`config.mk`:
```
export PLATFORM = sky130hd
export DESIGN_NAME = load_count_regbank
export DESIGN_NICKNAME = d
export VERILOG_FILES = /design/src/rtl/load_count_regbank.sv
export SDC_FILE = /design/constraint.sdc
export NUM_CORES = 1
export LEC_CHECK = 0
export BUFFER_PORTS_ARGS = -buffer_cell sky130_fd_sc_hd__clkbuf_2
export CAP_MARGIN = 20
export CORE_UTILIZATION = 34
export CTS_CLUSTER_DIAMETER = 150
export DETAILED_ROUTE_END_ITERATION = 6
export PLACE_DENSITY_LB_ADDON = 0.15
export SETUP_SLACK_MARGIN = 0.2
export SYNTH_ARGS = -nofsm -noshare
export SYNTH_HDL_FRONTEND = slang
export SYNTH_SLANG_ARGS = --single-unit
export TNS_END_PERCENT = 50
```
`constraint.sdc`:
```
create_clock -name clk -period 6.8 [get_ports clk]
set_input_delay 0.68 -clock clk [delete_from_list [all_inputs] [get_ports clk]]
set_output_delay 0.68 -clock clk [all_outputs]
set_load 0.01 [all_outputs]
```
`src/rtl/load_count_regbank.sv`:
```
// Four-entry register bank written from the packed load/count mux word, with a
// single down-counter that runs on any selected register and flags terminal count.
module load_count_regbank #(
  parameter int DATA_W = 4,
  parameter int SEL_W  = 2
) (
  input  logic                      clk,
  input  logic                      reset,
  input  logic [DATA_W+SEL_W-1:0]   load_word,
  input  logic                      load_en,
  input  logic                      start,
  input  logic [SEL_W-1:0]          count_sel,
  input  logic                      abort,
  input  logic [SEL_W-1:0]          rd_sel,
  output logic [DATA_W-1:0]         rd_data,
  output logic [DATA_W*(2**SEL_W)-1:0] regs_flat,
  output logic                      busy,
  output logic                      tc,
  output logic                      load_err
);

  localparam int NREGS = 2**SEL_W;

  localparam logic [1:0] IDLE  = 2'd0;
  localparam logic [1:0] COUNT = 2'd1;
  localparam logic [1:0] DONE  = 2'd2;

  logic [1:0]        state;
  logic [SEL_W-1:0]  cs;
  logic [DATA_W-1:0] regs [NREGS];

  logic [DATA_W-1:0] load_data;
  logic [SEL_W-1:0]  load_sel;
  logic              load_blocked;

  assign load_data    = load_word[DATA_W+SEL_W-1:SEL_W];
  assign load_sel     = load_word[SEL_W-1:0];
  assign load_blocked = (state == COUNT) && (load_sel == cs);

  // The IDLE->COUNT/DONE decision reads regs[] before any same-edge load lands,
  // so a simultaneous load+start uses the old value to pick the next state.
  always_ff @(posedge clk) begin
    if (reset) begin
      state    <= IDLE;
      cs       <= '0;
      load_err <= 1'b0;
      for (int i = 0; i < NREGS; i++) regs[i] <= '0;
    end else begin
      load_err <= 1'b0;

      case (state)
        IDLE: begin
          if (start) begin
            cs    <= count_sel;
            state <= (regs[count_sel] != '0) ? COUNT : DONE;
          end
        end
        COUNT: begin
          if (abort) begin
            state <= IDLE;
          end else begin
            if (regs[cs] != '0) regs[cs] <= regs[cs] - DATA_W'(1);
            if (regs[cs] <= DATA_W'(1)) state <= DONE;
          end
        end
        DONE:    state <= IDLE;
        default: state <= IDLE;
      endcase

      // A load aimed at the register being counted is refused; others always land.
      if (load_en) begin
        if (load_blocked) load_err <= 1'b1;
        else              regs[load_sel] <= load_data;
      end
    end
  end

  assign busy    = (state == COUNT);
  assign tc      = (state == DONE);
  assign rd_data = regs[rd_sel];

  for (genvar g = 0; g < NREGS; g++) begin : g_flat
    assign regs_flat[g*DATA_W +: DATA_W] = regs[g];
  end

endmodule

```
## Word-level counts from Yosys, hierarchy flattened

Memories as Yosys holds them, arrays and structs flattened. A register that Yosys moved wholly into a read port is not among the register bits.
Cells that the tools add are included.

- Register bits after elaboration: 5
- Bits in writable memories: 16
- Bits of input ports: 15
- Output and inout bits: 23
- Logic and storage cells: 46
- Memories: 1

- Add/sub/neg operators: 1
- Magnitude comparators: 1
- Equality and inequality tests: 5
- Muxes and demuxes: 25
- Bitwise operators: 1
- Reductions and logical operators: 9

Memories:

| name | depth | bits a word | rd ports | clocked after memory_dff | write ports | RTL line | text |
|---|---|---|---|---|---|---|---|
| regs | 4 | 4 | 7 | 1 | 4 | 30 | `logic [DATA_W-1:0] regs [NREGS];` |

Operators with widths:

| operator | count |
|---|---|
| two-way mux 2 bit | 8 |
| two-way mux 1 bit | 14 |
| two-way mux 4 bit | 2 |
| nonzero test 4 bit | 2 |
| OR reduction 4 bit | 2 |
| <= comparator 4 x 1 -> 1 bit (second input constant) | 1 |
| one-hot mux 2 bit (2 select lines) | 1 |
| AND reduction 2 bit | 2 |
| subtractor 4 x 1 -> 4 bit (second input constant) | 1 |
| inequality test 3 x 2 -> 1 bit (second input constant) | 1 |
| == test 2 x 1 -> 1 bit (second input constant) | 1 |
| == test 2 bit | 1 |
| == test 2 bit (second input constant) | 1 |
| zero test 2 bit | 1 |
| inequality test 2 bit (second input constant) | 1 |
| OR reduction 2 bit | 1 |
| logical AND 1 bit | 1 |
| NOT 1 bit | 1 |

## Longest topological paths before layout

- Depth in word-level cells: 8
- Gate-level depth with buffers: 7

## Least setup slack after synthesis

OpenSTA, ideal clock, no wires.

- Path type: input -> register
- Start point: in reset
- End point: mem regs[1][0], enable pin
- Setup time: 0.361 ns
- Data arrival time: 1.843 ns
- Required time: 6.439 ns
- Path slack: 4.595 ns
- Stages: 4
- Buffers on the path: 0
- Path through: or3b_2 > a311oi_1 > nor2_1 > o21ai_0

RTL lines:

| element | RTL line | text |
|---|---|---|
| from (decl) | 8 | `input logic reset,` |
| to (decl) | 30 |  |

==> impl_metrics.ini <==
[run_status]
status = completed

[routing]
vias = 1294
viasPerCell = 5.78
ant_nets = 0
drc = 0
dr.pass1.iters = 4
routedWlPerCell_um = 18.5
drt-total-wl_um = 4130
drt_iter0_markers = 97

[placed_design]
dp.cells = 220
io_buffers = 37
gp_congestion = 0.930
dp_slack_ns = 4.22
dpl.hpwl_um = 3330

[yosys]
netlist_instances = 139
yosys-top-cells-area = edfxtp_1 33%, dfxtp_1 9.6%, mux4_2 9.3%
yosys.area.top_type = edfxtp_1
yosysSeqAreaShare_pct = 42.5
syn_nets = 157
yosysTopAreaCellShare_pct = 32.9
ys_seq_elements = 23
syn_area_um2 = 1460
ys_warn_count = 0
avgSynthCellArea_um2 = 10.5
ys_types = 38

[cts]
path_clk_slew_ns = 0.08
holdBufCountCts = 0
post_cts_resized = 0
cts_root_buf = clkbuf_8
cts_inserted_buffers = 3
cts_setup_buffers = 0
clockBufferDepth = 2
cts_tree = built
clock_sinks = 23
h-tree-depth = 1
clock_latency_ns = 0.26

[global_routing]
grtUsageTotal_pct = 19.2
grt_remaining_overflow = 0
antenna_found_initial = 0
grt_pass1_vias = 1242
grt_pass1_wl_um = 6300
grt_max_degree = 14

[worst_setup_path]
critical_path_class = register to register
cp_data_required_time_ns = 6.70
cp-start-kind = register
cp-end-kind = register
crit_fanout = 7
worstPathArrival_ns = 2.43

[flow_run]
maxCapViolCount = 0

[timing]
fin_crit_sh_pct = 37.3
slew_violations = 0
final.min_clock_period_ns = 2.54
worst_slack_ns = 4.26
max_freq_mhz = 394
tns_ns = 0
slew_headroom_pct = 55.8
finClkSkew_ns = 0.00197
hold_viol = 0
rsz0062_at_grt = false
timing.hold.ws_ns = 0.659
final-setup-viol-count = 0
tightest_slew_ns = 0.663

[die]
rows = 23
core_um2 = 4060
die_area_um2 = 4560
boundaryPins = 38
die_width_um = 67.5
start_util_pct = 36.0
dieHeight_um = 67.5

[final_layout]
layout-drive-gt1-share_pct = 29.9
seq_area_um2 = 621
stdcell_count = 224
syn_to_final_growth_pct = 17.9
multi_input_area_um2 = 788
layout.nets = 193
nFillCells = 415
antenna_cells = 0

[power]
finalPower_uw = 337
peakVddDrop_mv = 0.0866
cellPowerDensity_nw_per_um2 = 195
p_leak_nw = 0.648

[min_path]
worstHoldPathType = register to register
[metal layers]
layer	GRT usage, %	vias to the layer above	wire length (um)
met5	0	-	0
met4	8.78	0	129
met3	3.21	12	264
met2	29.1	56	1960
met1	26.6	622	1780
li1	-	604	-
[cells by family (layout without fill, tap and decap cells)]
group           after synthesis  after routing  share of synthesized area [%]
buf+inv                      11             46                           3.51
simple gates                 54             54                           19.5
xor+xnor                      4              4                           2.40
mux                          13             13                           15.2
flops                        23             23                           42.5
fa+ha+maj                     3              3                           2.57
compound gates               31             31                           14.4
[sequential cells by signal, summed over array words and instances, names as in the netlist, named ones only]
register,flops
regs,16
cs,2
state,2
load_err,1
[worst max-delay path: stages (launching register included)]
cell	delay [ns]
dfxtp_1	0.52
mux4_2	0.38
inv_1	0.09
ha_1	0.21
nand4_1	0.21
nand3_1	0.22
o21ai_0	0.55
[synth_stat cells (all sizes together)]
cell type / number
o41ai: 1
nor2b: 3
a21oi: 2
buf: 2
or4b: 1
nor4b: 2
nand4b: 3
a311oi: 4
nand3b: 1
mux4: 7
mux2i: 6
or3b: 2
o221a: 1
or4: 1
xnor2: 3
nor3b: 1
edfxtp: 16
and3: 1
dfxtp: 7
nor2: 12
ha: 3
nand2b: 1
a221oi: 1
inv: 5
clkbuf: 4
nand4: 2
nor3: 3
nand2: 19
o21ai: 16
xor2: 1
o31ai: 6
nand3: 2
[power breakdown]
group          switching, mW  internal (mW)  leakage (nW)
logic                 0.0481         0.0340         0.398
clock network         0.0403         0.0408        0.0255
registers             0.0139          0.159         0.224
total                  0.102          0.234         0.648
[area by class of cell]
type,instances,share of cell area [%]
clock buffer,3,2.40
clock inverter,1,0.291
inverter,5,1.09
multi-input combinational,105,45.8
sequential,23,36.0
tap,50,3.63
timing repair buffer,37,10.8
[final timing paths]
kind                            cells after the start          startpoint  slack (ns)                   end
worst max-delay path                                6            register        4.26  regs[3][2]$_DFFE_PP_
worst min-delay path                                2  cs[1]$_SDFFE_PP0P_        0.66    cs[1]$_SDFFE_PP0P_
worst min register to register                      2  cs[1]$_SDFFE_PP0P_        0.66    cs[1]$_SDFFE_PP0P_
worst max register to register                      6            register        4.26  regs[3][2]$_DFFE_PP_
[stage by stage]
step,util [%],cell area [um2]
after floorplan,-,1460
after global placement,41.3,1680
after detailed placement,41.3,1680
after CTS,42.4,1720
after global routing,42.4,1720
final,42.4,1720
[cell usage in the layout, fill, tap and decap left out, types with 2 or more instances in the layout]
| cell | instances |
|---|---|
| a21oi_1 | 2 |
| a311oi_1 | 3 |
| clkbuf_2 | 37 |
| clkbuf_8 | 3 |
| dfxtp_1 | 7 |
| edfxtp_1 | 16 |
| ha_1 | 3 |
| inv_1 | 5 |
| mux2i_1 | 6 |
| mux4_2 | 6 |
| nand2_1 | 19 |
| nand3_1 | 2 |
| nand4_1 | 2 |
| nand4b_1 | 3 |
| nor2_1 | 12 |
| nor2b_1 | 3 |
| nor3_1 | 2 |
| nor4b_1 | 2 |
| o21ai_0 | 16 |
| o31ai_1 | 5 |
| or3b_2 | 2 |
| xnor2_1 | 3 |
Power figures use the tool's default switching activity.
